**src/rtl/insn_profiler_pkg.sv**
```systemverilog
// Shared opcode constants, instruction class and FSM state types for the
// instruction profiler.
package insn_profiler_pkg;

    localparam logic [5:0] OP_RTYPE = 6'h00;
    localparam logic [5:0] OP_J     = 6'h02;
    localparam logic [5:0] OP_JAL   = 6'h03;
    localparam logic [5:0] OP_BEQ   = 6'h04;
    localparam logic [5:0] OP_BNE   = 6'h05;
    localparam logic [5:0] OP_BLEZ  = 6'h06;
    localparam logic [5:0] OP_BGTZ  = 6'h07;
    localparam logic [5:0] OP_SB    = 6'h28;
    localparam logic [5:0] OP_SH    = 6'h29;
    localparam logic [5:0] OP_SW    = 6'h2B;

    typedef enum logic [1:0] {
        CLS_NONE,
        CLS_R,
        CLS_I,
        CLS_J
    } insn_class_e;

    typedef enum logic [1:0] {
        ST_IDLE,
        ST_RUN,
        ST_DONE
    } state_e;

endpackage

```
**src/rtl/insn_profiler_decode.sv**
```systemverilog
// Combinational MIPS word classifier. With INSN_PROFILER_WB_FILTER_EN defined,
// branches and stores keep their I-type class but report no destination.
module insn_decode
    import insn_profiler_pkg::*;
(
    input  logic [31:0]  word,
    output insn_class_e  cls,
    output logic         dest_valid,
    output logic [4:0]   dest
);

    // Source fields and immediates play no part in classification.
    logic unused_fields;
    assign unused_fields = ^{word[25:21], word[10:0]};

    always_comb begin
        cls        = CLS_I;
        dest_valid = 1'b1;
        dest       = word[20:16];
        case (word[31:26])
            OP_RTYPE: begin
                cls  = CLS_R;
                dest = word[15:11];
            end
            OP_J, OP_JAL: begin
                cls        = CLS_J;
                dest_valid = 1'b0;
            end
`ifdef INSN_PROFILER_WB_FILTER_EN
            OP_BEQ, OP_BNE, OP_BLEZ, OP_BGTZ, OP_SB, OP_SH, OP_SW: begin
                dest_valid = 1'b0;
            end
`endif
            default: ;
        endcase
    end

endmodule

```
**src/rtl/insn_profiler.sv**
```systemverilog
// Instruction-mix profiler: loads MIPS words, then counts R/I/J classes and
// writes to a window of destination registers. Optional macro: INSN_PROFILER_WB_FILTER_EN.
module insn_profiler
    import insn_profiler_pkg::*;
#(
    parameter int DEPTH      = 8,
    parameter int CNT_W      = 8,
    parameter int NTRACK     = 4,
    parameter int TRACK_BASE = 3
) (
    input  logic                       clk,
    input  logic                       rst_n,
    input  logic                       start,
    input  logic [$clog2(DEPTH+1)-1:0] len,
    input  logic                       wr_en,
    input  logic [$clog2(DEPTH)-1:0]   wr_addr,
    input  logic [31:0]                wr_data,
    output logic                       busy,
    output logic                       done,
    output logic [CNT_W-1:0]           icount,
    output logic [CNT_W-1:0]           rcount,
    output logic [CNT_W-1:0]           jcount,
    output logic [NTRACK*CNT_W-1:0]    reg_count,
    output logic                       overflow
);

    localparam int AW = $clog2(DEPTH);
    localparam int LW = $clog2(DEPTH+1);

    typedef logic [CNT_W-1:0] cnt_t;

    logic [31:0]   mem [DEPTH];
    state_e        state_q, state_d;
    logic [AW-1:0] ptr_q, ptr_d;
    logic [LW-1:0] len_q, len_d;
    cnt_t          icnt_q, icnt_d, rcnt_q, rcnt_d, jcnt_q, jcnt_d;
    cnt_t          reg_cnt_q [NTRACK];
    cnt_t          reg_cnt_d [NTRACK];
    logic          ovf_q, ovf_d;

    insn_class_e   cls;
    logic          dest_valid;
    logic [4:0]    dest;
    logic [LW-1:0] len_eff;
    logic          last_word;
    logic          accept_start;

    insn_decode u_decode (
        .word       (mem[ptr_q]),
        .cls        (cls),
        .dest_valid (dest_valid),
        .dest       (dest)
    );

    assign len_eff      = (len > LW'(DEPTH)) ? LW'(DEPTH) : len;
    assign last_word    = (LW'(ptr_q) + LW'(1)) == len_q;
    assign accept_start = start && (state_q != ST_RUN);

    function automatic cnt_t sat_inc(input cnt_t v);
        return (v == '1) ? v : v + cnt_t'(1);
    endfunction

    // Memory is deliberately outside the reset domain so programs survive rst_n.
    always_ff @(posedge clk) begin
        if (wr_en && state_q != ST_RUN) begin
            mem[wr_addr] <= wr_data;
        end
    end

    always_ff @(posedge clk or negedge rst_n) begin
        if (!rst_n) begin
            state_q <= ST_IDLE;
            ptr_q   <= '0;
            len_q   <= '0;
            icnt_q  <= '0;
            rcnt_q  <= '0;
            jcnt_q  <= '0;
            ovf_q   <= 1'b0;
            for (int k = 0; k < NTRACK; k++) begin
                reg_cnt_q[k] <= '0;
            end
        end else begin
            state_q <= state_d;
            ptr_q   <= ptr_d;
            len_q   <= len_d;
            icnt_q  <= icnt_d;
            rcnt_q  <= rcnt_d;
            jcnt_q  <= jcnt_d;
            ovf_q   <= ovf_d;
            for (int k = 0; k < NTRACK; k++) begin
                reg_cnt_q[k] <= reg_cnt_d[k];
            end
        end
    end

    always_comb begin
        state_d = state_q;
        case (state_q)
            ST_IDLE, ST_DONE: if (start) state_d = (len_eff != '0) ? ST_RUN : ST_DONE;
            ST_RUN:           if (last_word) state_d = ST_DONE;
            default:          state_d = ST_IDLE;
        endcase
    end

    always_comb begin
        ptr_d  = ptr_q;
        len_d  = len_q;
        icnt_d = icnt_q;
        rcnt_d = rcnt_q;
        jcnt_d = jcnt_q;
        ovf_d  = ovf_q;
        for (int k = 0; k < NTRACK; k++) begin
            reg_cnt_d[k] = reg_cnt_q[k];
        end
        if (accept_start) begin
            ptr_d  = '0;
            len_d  = len_eff;
            icnt_d = '0;
            rcnt_d = '0;
            jcnt_d = '0;
            ovf_d  = 1'b0;
            for (int k = 0; k < NTRACK; k++) begin
                reg_cnt_d[k] = '0;
            end
        end else if (state_q == ST_RUN) begin
            ptr_d = ptr_q + AW'(1);
            case (cls)
                CLS_R: begin rcnt_d = sat_inc(rcnt_q); ovf_d = ovf_d | (rcnt_q == '1); end
                CLS_I: begin icnt_d = sat_inc(icnt_q); ovf_d = ovf_d | (icnt_q == '1); end
                CLS_J: begin jcnt_d = sat_inc(jcnt_q); ovf_d = ovf_d | (jcnt_q == '1); end
                default: ;
            endcase
            for (int k = 0; k < NTRACK; k++) begin
                if (dest_valid && dest == 5'(TRACK_BASE + k)) begin
                    reg_cnt_d[k] = sat_inc(reg_cnt_q[k]);
                    ovf_d        = ovf_d | (reg_cnt_q[k] == '1);
                end
            end
        end
    end

    always_comb begin
        busy = (state_q == ST_RUN);
        done = (state_q == ST_DONE);
    end

    assign icount   = icnt_q;
    assign rcount   = rcnt_q;
    assign jcount   = jcnt_q;
    assign overflow = ovf_q;

    generate
        for (genvar gi = 0; gi < NTRACK; gi++) begin : g_reg_out
            assign reg_count[gi*CNT_W +: CNT_W] = reg_cnt_q[gi];
        end
    endgenerate

endmodule

```
**config.mk**
```make
export PLATFORM = sky130hd
export DESIGN_NAME = insn_profiler
export DESIGN_NICKNAME = d
export VERILOG_FILES = /design/src/rtl/insn_profiler_pkg.sv /design/src/rtl/insn_profiler_decode.sv /design/src/rtl/insn_profiler.sv
export SDC_FILE = /design/constraint.sdc
export NUM_CORES = 1
export LEC_CHECK = 0
export CAP_MARGIN = 20
export CORE_AREA = 4 4 125 127
export DETAILED_ROUTE_END_ITERATION = 6
export DIE_AREA = 0 0 129 131
export PLACE_DENSITY_LB_ADDON = 0.1
export REMOVE_ABC_BUFFERS = 1
export SETUP_SLACK_MARGIN = 0.2
export SLEW_MARGIN = 20
export SYNTH_ARGS = -nofsm -noshare
export SYNTH_HDL_FRONTEND = slang
export SYNTH_SLANG_ARGS = --single-unit
```
**constraint.sdc**
```tcl
create_clock -name clk -period 5.5 [get_ports clk]
set_clock_uncertainty 0.15 [all_clocks]
set_input_delay 0.55 -clock clk [delete_from_list [all_inputs] [get_ports clk]]
set_output_delay 0.55 -clock clk [all_outputs]
set_load 0.05 [all_outputs]
```
==> metrics.cfg, run 1 <==
[status]
status=complete, no violations

[final_layout]
regArea_sq_mm=0.005495
final.fill_count=975
area_growth_pct=19.00
multi_input_area_sq_mm=0.002964
nNetsFinal=765
layout_common_cells=edfxtp_1, clkdlybuf4s50_1, dfrtp_1
drive_gt1_frac=0.1279
layout.cells.non_filler=911
num_antenna_cells=0
layout_commonest_cell=edfxtp_1

[cts]
htree_levels=4
cts_max_path_buffers=2
clk_pin_slew_ns=0.07
cts_root_buf=clkbuf_16
cts_buffers=17
tritoncts=done
ctsHoldBuffers=0
cts.repair.resized=0
clock_latency_ns=0.43
cts_setup_buffers=0
cts.sinks=194

[yosys]
synthMuxAreaShare=0.09800
synth_top_family_by_area=simple AND/OR/NAND/NOR gates
synth-edff-count=128
ys_types=56
synth_fa_ha_area_frac=0.01167
syn-cell-area_sq_mm=0.008579
synth_seq_cells=194
syn-instance-count=625
synth_xor_xnor_area_share=0.02042
syn_area_per_cell_sq_um=13.73
async_reset_ff_frac=0.3402
synth_compound_area_frac=0.07161
synthFlopType=edfxtp_1
yosys.area_share.simple=0.1385
synth_seq_area_share=0.6405
synth_warnings=0

[route]
drtIter0Drc=402
via_per_inst=6.137
drc=0
vias=5591
wirelength_mm=18.06
drtPass1Iterations=5
wl_per_cell_microns=19.83
ant_nets=0

[timing]
max_slew_margin=0.2856
clock.fmax_mhz=237.6
worst_pin_slew_ns=1.063
min_period_ns=4.209
finalSetupViolCount=0
hold_viol=0
drv_slew=0
setup_tns_ns=0
rsz0062_at_grt=false
fin_crit_sh=0.7653
holdWs_ns=0.1421

[power]
switching_share=0.3515
p_sw_mw=1.468
leakagePower_nw=3.711
clockPowerShare=0.285
powerDensity_mw_per_mm2=409.2
seqPwrFrac=0.422
power_frac_comb=0.294
total_power_mw=4.178
internal-power_mw=2.709
peakVddDrop_mv=0.2973

[critical_path]
path_buf_inv=0
cp_max_fo=21
crit_type=flop to flop
cp.arrival_ns=4.41
crit_required_ns=5.70
path_cells=o311ai_1 > o32ai_1 > nor3_1 > nand4_4 > mux2_2 > nand3_1 > or4_1 > a21oi_1
cp_slowest_cell=or4_1
crit_family=simple AND/OR/NAND/NOR gates
cp-end-kind=flop
startpoint_type=flop
max_stage_delay_ns=0.71

[min_path]
hold_path_class=input pin to async pin

[placed_design]
globalplace.congestion=0.8063
dpl.hpwl_mm=11.83
post-place-cells=879
io_buffers=85

[global_routing]
grt_max_degree=67
antenna_found_initial=0
grt_pass1_vias=5599
grt.total_usage=0.2227
grt_pass1_wl_mm=28.84
grt-ovfl-total=0

[floorplanning]
fp.dieH_microns=131
die_x_microns=129
coreArea_sq_mm=0.01442
dieArea_sq_mm=0.01690
rows=44
pin_count=102
start_util=0.5948

[job]
cap_violations=0

[final cells by class]
cell class | instances | share of cell area
tap | 184 | 0.02255
clock inverter | 14 | 0.01373
inverter | 12 | 0.004412
timing repair buffer | 93 | 0.08873
multi-input combinational | 396 | 0.2903
clock buffer | 18 | 0.04203
sequential | 194 | 0.5382
[registers in the layout, summed over array words and instances (netlist names)]
signal and cells:
rcount 8, overflow 1, reg_count 32, ptr_q 3, state_q 2, jcount 8
icount 8, mem 128, len_q 4
[power by group through the flow]
stage,Sequential [mW],Clock (mW),Combinational (mW)
after global placement,1.78,0,1.19
after CTS,1.76,1.20,1.23
after floorplan,1.91,0,0.711
after global routing,1.78,1.27,1.34
after detailed placement,1.79,0,1.23
final,1.76,1.19,1.23
[synthesized netlist by cell type (2+ instances only)]
cell	count	area share
a21oi_1	26	0.015
a31o_2	3	0.0031
a31oi_1	7	0.0051
a41o_1	4	0.0047
and2_1	2	0.0015
and3_1	15	0.011
and4_1	2	0.0020
buf_1	3	0.0013
buf_2	3	0.0017
buf_4	2	0.0017
buf_6	3	0.0039
clkbuf_1	12	0.0052
dfrtp_1	66	0.19
edfxtp_1	128	0.45
ha_1	8	0.012
inv_1	11	0.0048
mux2_2	6	0.0079
mux2i_1	21	0.025
mux4_1	2	0.0061
mux4_2	22	0.058
nand2_1	51	0.022
nand2b_1	6	0.0044
nand3_1	30	0.017
nand3b_1	4	0.0035
nand4_1	12	0.0087
nor2_1	48	0.021
nor3_1	19	0.011
nor3_2	3	0.0035
nor4_1	5	0.0036
o211ai_1	3	0.0026
o21ai_0	16	0.0093
o22ai_1	2	0.0015
o31ai_1	16	0.014
o32ai_1	2	0.0020
or3_1	9	0.0066
or4_1	15	0.013
xnor2_1	4	0.0041
xor2_1	16	0.016
[per-layer routing]
metal / track usage / part of all wire / vias to the layer above
met1: 0.2977 / 0.42 / 2807
met3: 0.04350 / 0.058 / 22
met2: 0.3750 / 0.50 / 161
met4: 0.06671 / 0.014 / 0
met5: 0 / 0 / -
li1: - / - / 2601
[kinds of logic (layout without fill, tap and decap cells)]
group	count (synthesis)	count (layout)
AND/OR/NAND/NOR	227	227
adder cells (fa/ha/maj)	8	8
XOR/XNOR	20	20
flip-flops	194	194
multiplexers	52	52
buffers and inverters	35	137
AO/OA/AOI/OAI	89	89
[per-stage QoR]
step	setup WS [ns]	util	area, sq um
floorplan	1.257	-	8459
global placement	1.532	0.6684	9641
detailed placement	1.333	0.6684	9641
CTS	1.272	0.7078	10210
global route	0.9992	0.7078	10210
finish	1.291	0.7078	10210
[final timing paths]
path	startpoint	endpoint	cells past startpoint	slack [ns]
max	ptr_q[0]	reg_count[22]	8	1.29
max in group asynchronous	rst_n	rcount[3]	2	4.50
min reg2reg	len_q[0]	len_q[0]	2	0.35
max reg2reg	ptr_q[0]	reg_count[22]	8	1.29
min in group clk	len_q[0]	len_q[0]	2	0.35
min	rst_n	jcount[4]	2	0.14
Power figures use the tool's default switching activity.
==> inputs of run 2 (changes only) <==
CORE_AREA = 4 4 136 138   (was 4 4 125 127)
DIE_AREA = 0 0 140 142   (was 0 0 129 131)
clock period = 3.49 ns   (was 5.5 ns; I/O delays follow)
==> run 2 against run 1 <==
Against the previous run: combinational power up 140%; sequential power up 56%; wire length up 7.1%; fmax up 21%; count of clock-buffer cells in the layout unchanged; first-iteration DRC count up 18%; sequential share of layout area down 4.7 points; register-to-register slack worse by 1.3 ns; utilization down 5.6 points; critical path type unchanged; critical endpoint is now reg_count[15]; largest cell class unchanged; highest routed layer unchanged.
==> metrics.cfg, run 2 (synthesized netlist as in run 1, its figures left out) <==
[global_routing]
grt_pass1_wl_mm=30.17  ; was 28.84 mm
grt-ovfl-total=0  ; unchanged
grt_pass1_vias=5693  ; was 5599
grt_max_degree=51  ; was 67
grt.total_usage=0.1941  ; was 0.2227
antenna_found_initial=0  ; unchanged

[critical_path]
crit_type=flop to flop  ; unchanged
r2r-start=ptr_q[0]  ; unchanged
cp-end-kind=flop  ; unchanged
cp_max_fo=7  ; was 21
crit_required_ns=3.71  ; was 5.70 ns
ff2ff_setup_slack_ns=0.01  ; was 1.29 ns
ff2ff_path_depth=10  ; was 8
path_cells=buf_6 > mux4_2 > mux2_4 > buf_4 > buf_4 > and4_4 > o31a_1 > or4_4 > or4_1 > a21oi_1  ; was o311ai_1 > o32ai_1 > nor3_1 > nand4_4 > mux2_2 > nand3_1 > or4_1 > a21oi_1
cp_slowest_cell=dfrtp_2  ; was or4_1
r2r-end=reg_count[15]  ; was reg_count[22]
cp.arrival_ns=3.70  ; was 4.41 ns
max_stage_delay_ns=0.50  ; was 0.71 ns
cpMostUsedCell=buf_4
startpoint_type=flop  ; unchanged

[final_layout]
largest_reg_flops=128  ; unchanged
final.fill_count=1320  ; was 975
drive_gt1_frac=0.2497  ; was 0.1279
area_growth_pct=30.49  ; was 19.00%
layout_common_cells=edfxtp_1, clkdlybuf4s50_1, dfrtp_1  ; unchanged
largest-register=mem  ; unchanged
fin_area_sq_mm=0.01120  ; was 0.01021 sq mm
layout_commonest_cell=edfxtp_1  ; unchanged
nNetsFinal=835  ; was 765
num_antenna_cells=0  ; unchanged

[cts]
htree_levels=4  ; unchanged
clock_latency_ns=0.44  ; was 0.43 ns
cts.sinks=194  ; unchanged
cts_max_path_buffers=2  ; unchanged
cts_root_buf=clkbuf_16  ; unchanged
clk_pin_slew_ns=0.08  ; was 0.07 ns
cts_buffers=17  ; unchanged
tritoncts=done  ; unchanged

[timing]
hold_viol=0  ; unchanged
setup_tns_ns=0  ; unchanged
clock.fmax_mhz=287.6  ; was 237.6 MHz
setup_ws_ns=0.01271  ; was 1.291 ns
fin_crit_sh=0.9964  ; was 0.7653
max_slew_margin=0.4752  ; was 0.2856
worst_pin_slew_ns=0.7854  ; was 1.063 ns
drv_slew=0  ; unchanged
finalSetupViolCount=0  ; unchanged
min_period_ns=3.477  ; was 4.209 ns
rsz0062_at_grt=true  ; was false

[min_path]
hold_path_class=input pin to async pin  ; unchanged

[power]
powerDensity_mw_per_mm2=679.1  ; was 409.2 mW/mm^2
peakVddDrop_mv=0.4727  ; was 0.2973 mV
leakagePower_nw=4.153  ; was 3.711 nW

[route]
drtPass1Iterations=5  ; unchanged
vias=5857  ; was 5591
wl_per_cell_microns=18.92  ; was 19.83 microns
drc=0  ; unchanged
via_per_inst=5.731  ; was 6.137
drtIter0Drc=476  ; was 402
ant_nets=0  ; unchanged
wirelength_mm=19.34  ; was 18.06 mm

[floorplanning]
coreArea_sq_mm=0.01718  ; was 0.01442 sq mm
pin_count=102  ; unchanged
start_util=0.4995  ; was 0.5948
die_x_microns=140  ; was 129 microns
fp.dieH_microns=142  ; was 131 microns
rows=48  ; was 44
dieArea_sq_mm=0.01988  ; was 0.01690 sq mm

[placed_design]
dpl.hpwl_mm=12.29  ; was 11.83 mm
io_buffers=85  ; unchanged
globalplace.congestion=0.8271  ; was 0.8063
dpl_worst_slack_ns=-0.1733  ; was 1.333 ns
placed_area_sq_mm=0.01004  ; was 0.009641 sq mm

[status]
status=complete, no violations  ; unchanged

[job]
cap_violations=0  ; unchanged

run 2: cell count changes in the layout (fill, tap and decap cells not counted), moves of 7 or more:
cell | previous run | this run
buf_4 | 8 | 60
mux2i_1 | 21 | 14
o31ai_1 | 16 | 8
buf_6 | 0 | 9
o31ai_2 | 0 | 7
run 2: per-stage QoR:
step	hold slack, ns	power [mW]	cells	util
after floorplan	-0.09659	4.138	602	-
after global placement	0.3248	5.026	964	0.5848
final	0.3134	7.603	1022	0.6518
after CTS	0.3587	7.267	1007	0.6316
after detailed placement	0.3357	5.072	964	0.5848
after global routing	0.3708	7.979	1022	0.6518
run 2: power breakdown:
group	total, mW	switching [mW]	internal (mW)
combinational	2.92	1.58	1.33
clock	1.95	0.925	1.03
sequential	2.74	0.129	2.61
total	7.60	2.64	4.97
run 2: timing repair:
action | 4_1_cts | 5_1_grt
cloned | 1 | 2
buffers inserted | 9 | 13
hold buffers | 1 | 0
resized for setup | 30 | 41
endpoints found under the setup margin | 29 | 32
hold endpoints to repair | 15 | 0
pin swaps | 21 | 17
run 2: worst max path at each step:
stage	cells after the start	from	to
3_5_place_dp	8	ptr_q[0]	reg_count[14]
6_report	10	ptr_q[0]	reg_count[15]
2_1_floorplan	8	ptr_q[0]	reg_count[15]
3_3_place_gp	9	ptr_q[0]	reg_count[8]
5_1_grt	10	ptr_q[0]	reg_count[15]
4_1_cts	8	ptr_q[0]	reg_count[15]
run 2: area by class of cell:
type / instances / area, sq um / share of cell area
multi-input cells: 397 / 3204 / 0.2862
repair buffers: 162 / 1573 / 0.1405
well taps: 225 / 281.5 / 0.02515
flip-flops and latches: 194 / 5498 / 0.4911
clock buffers: 18 / 429.2 / 0.03833
clock inverters: 14 / 165.2 / 0.01475
inverters: 12 / 45.04 / 0.004023
run 2: metal layers:
metal | routed length [microns] | track usage | share of wire | vias to the layer above
li1 | - | - | - | 2739
met1 | 8487 | 0.2638 | 0.44 | 2972
met2 | 9750 | 0.3186 | 0.50 | 122
met3 | 818 | 0.04301 | 0.042 | 24
met4 | 282 | 0.05762 | 0.015 | 0
met5 | 0 | 0 | 0 | -
run 2: critical path: cells and delay by family, from the launching register on:
family          cells  cell delay [ns]
mux                 2             0.78
flops               1             0.50
compound gates      2             0.42
buf+inv             3             0.43
simple gates        3             1.13
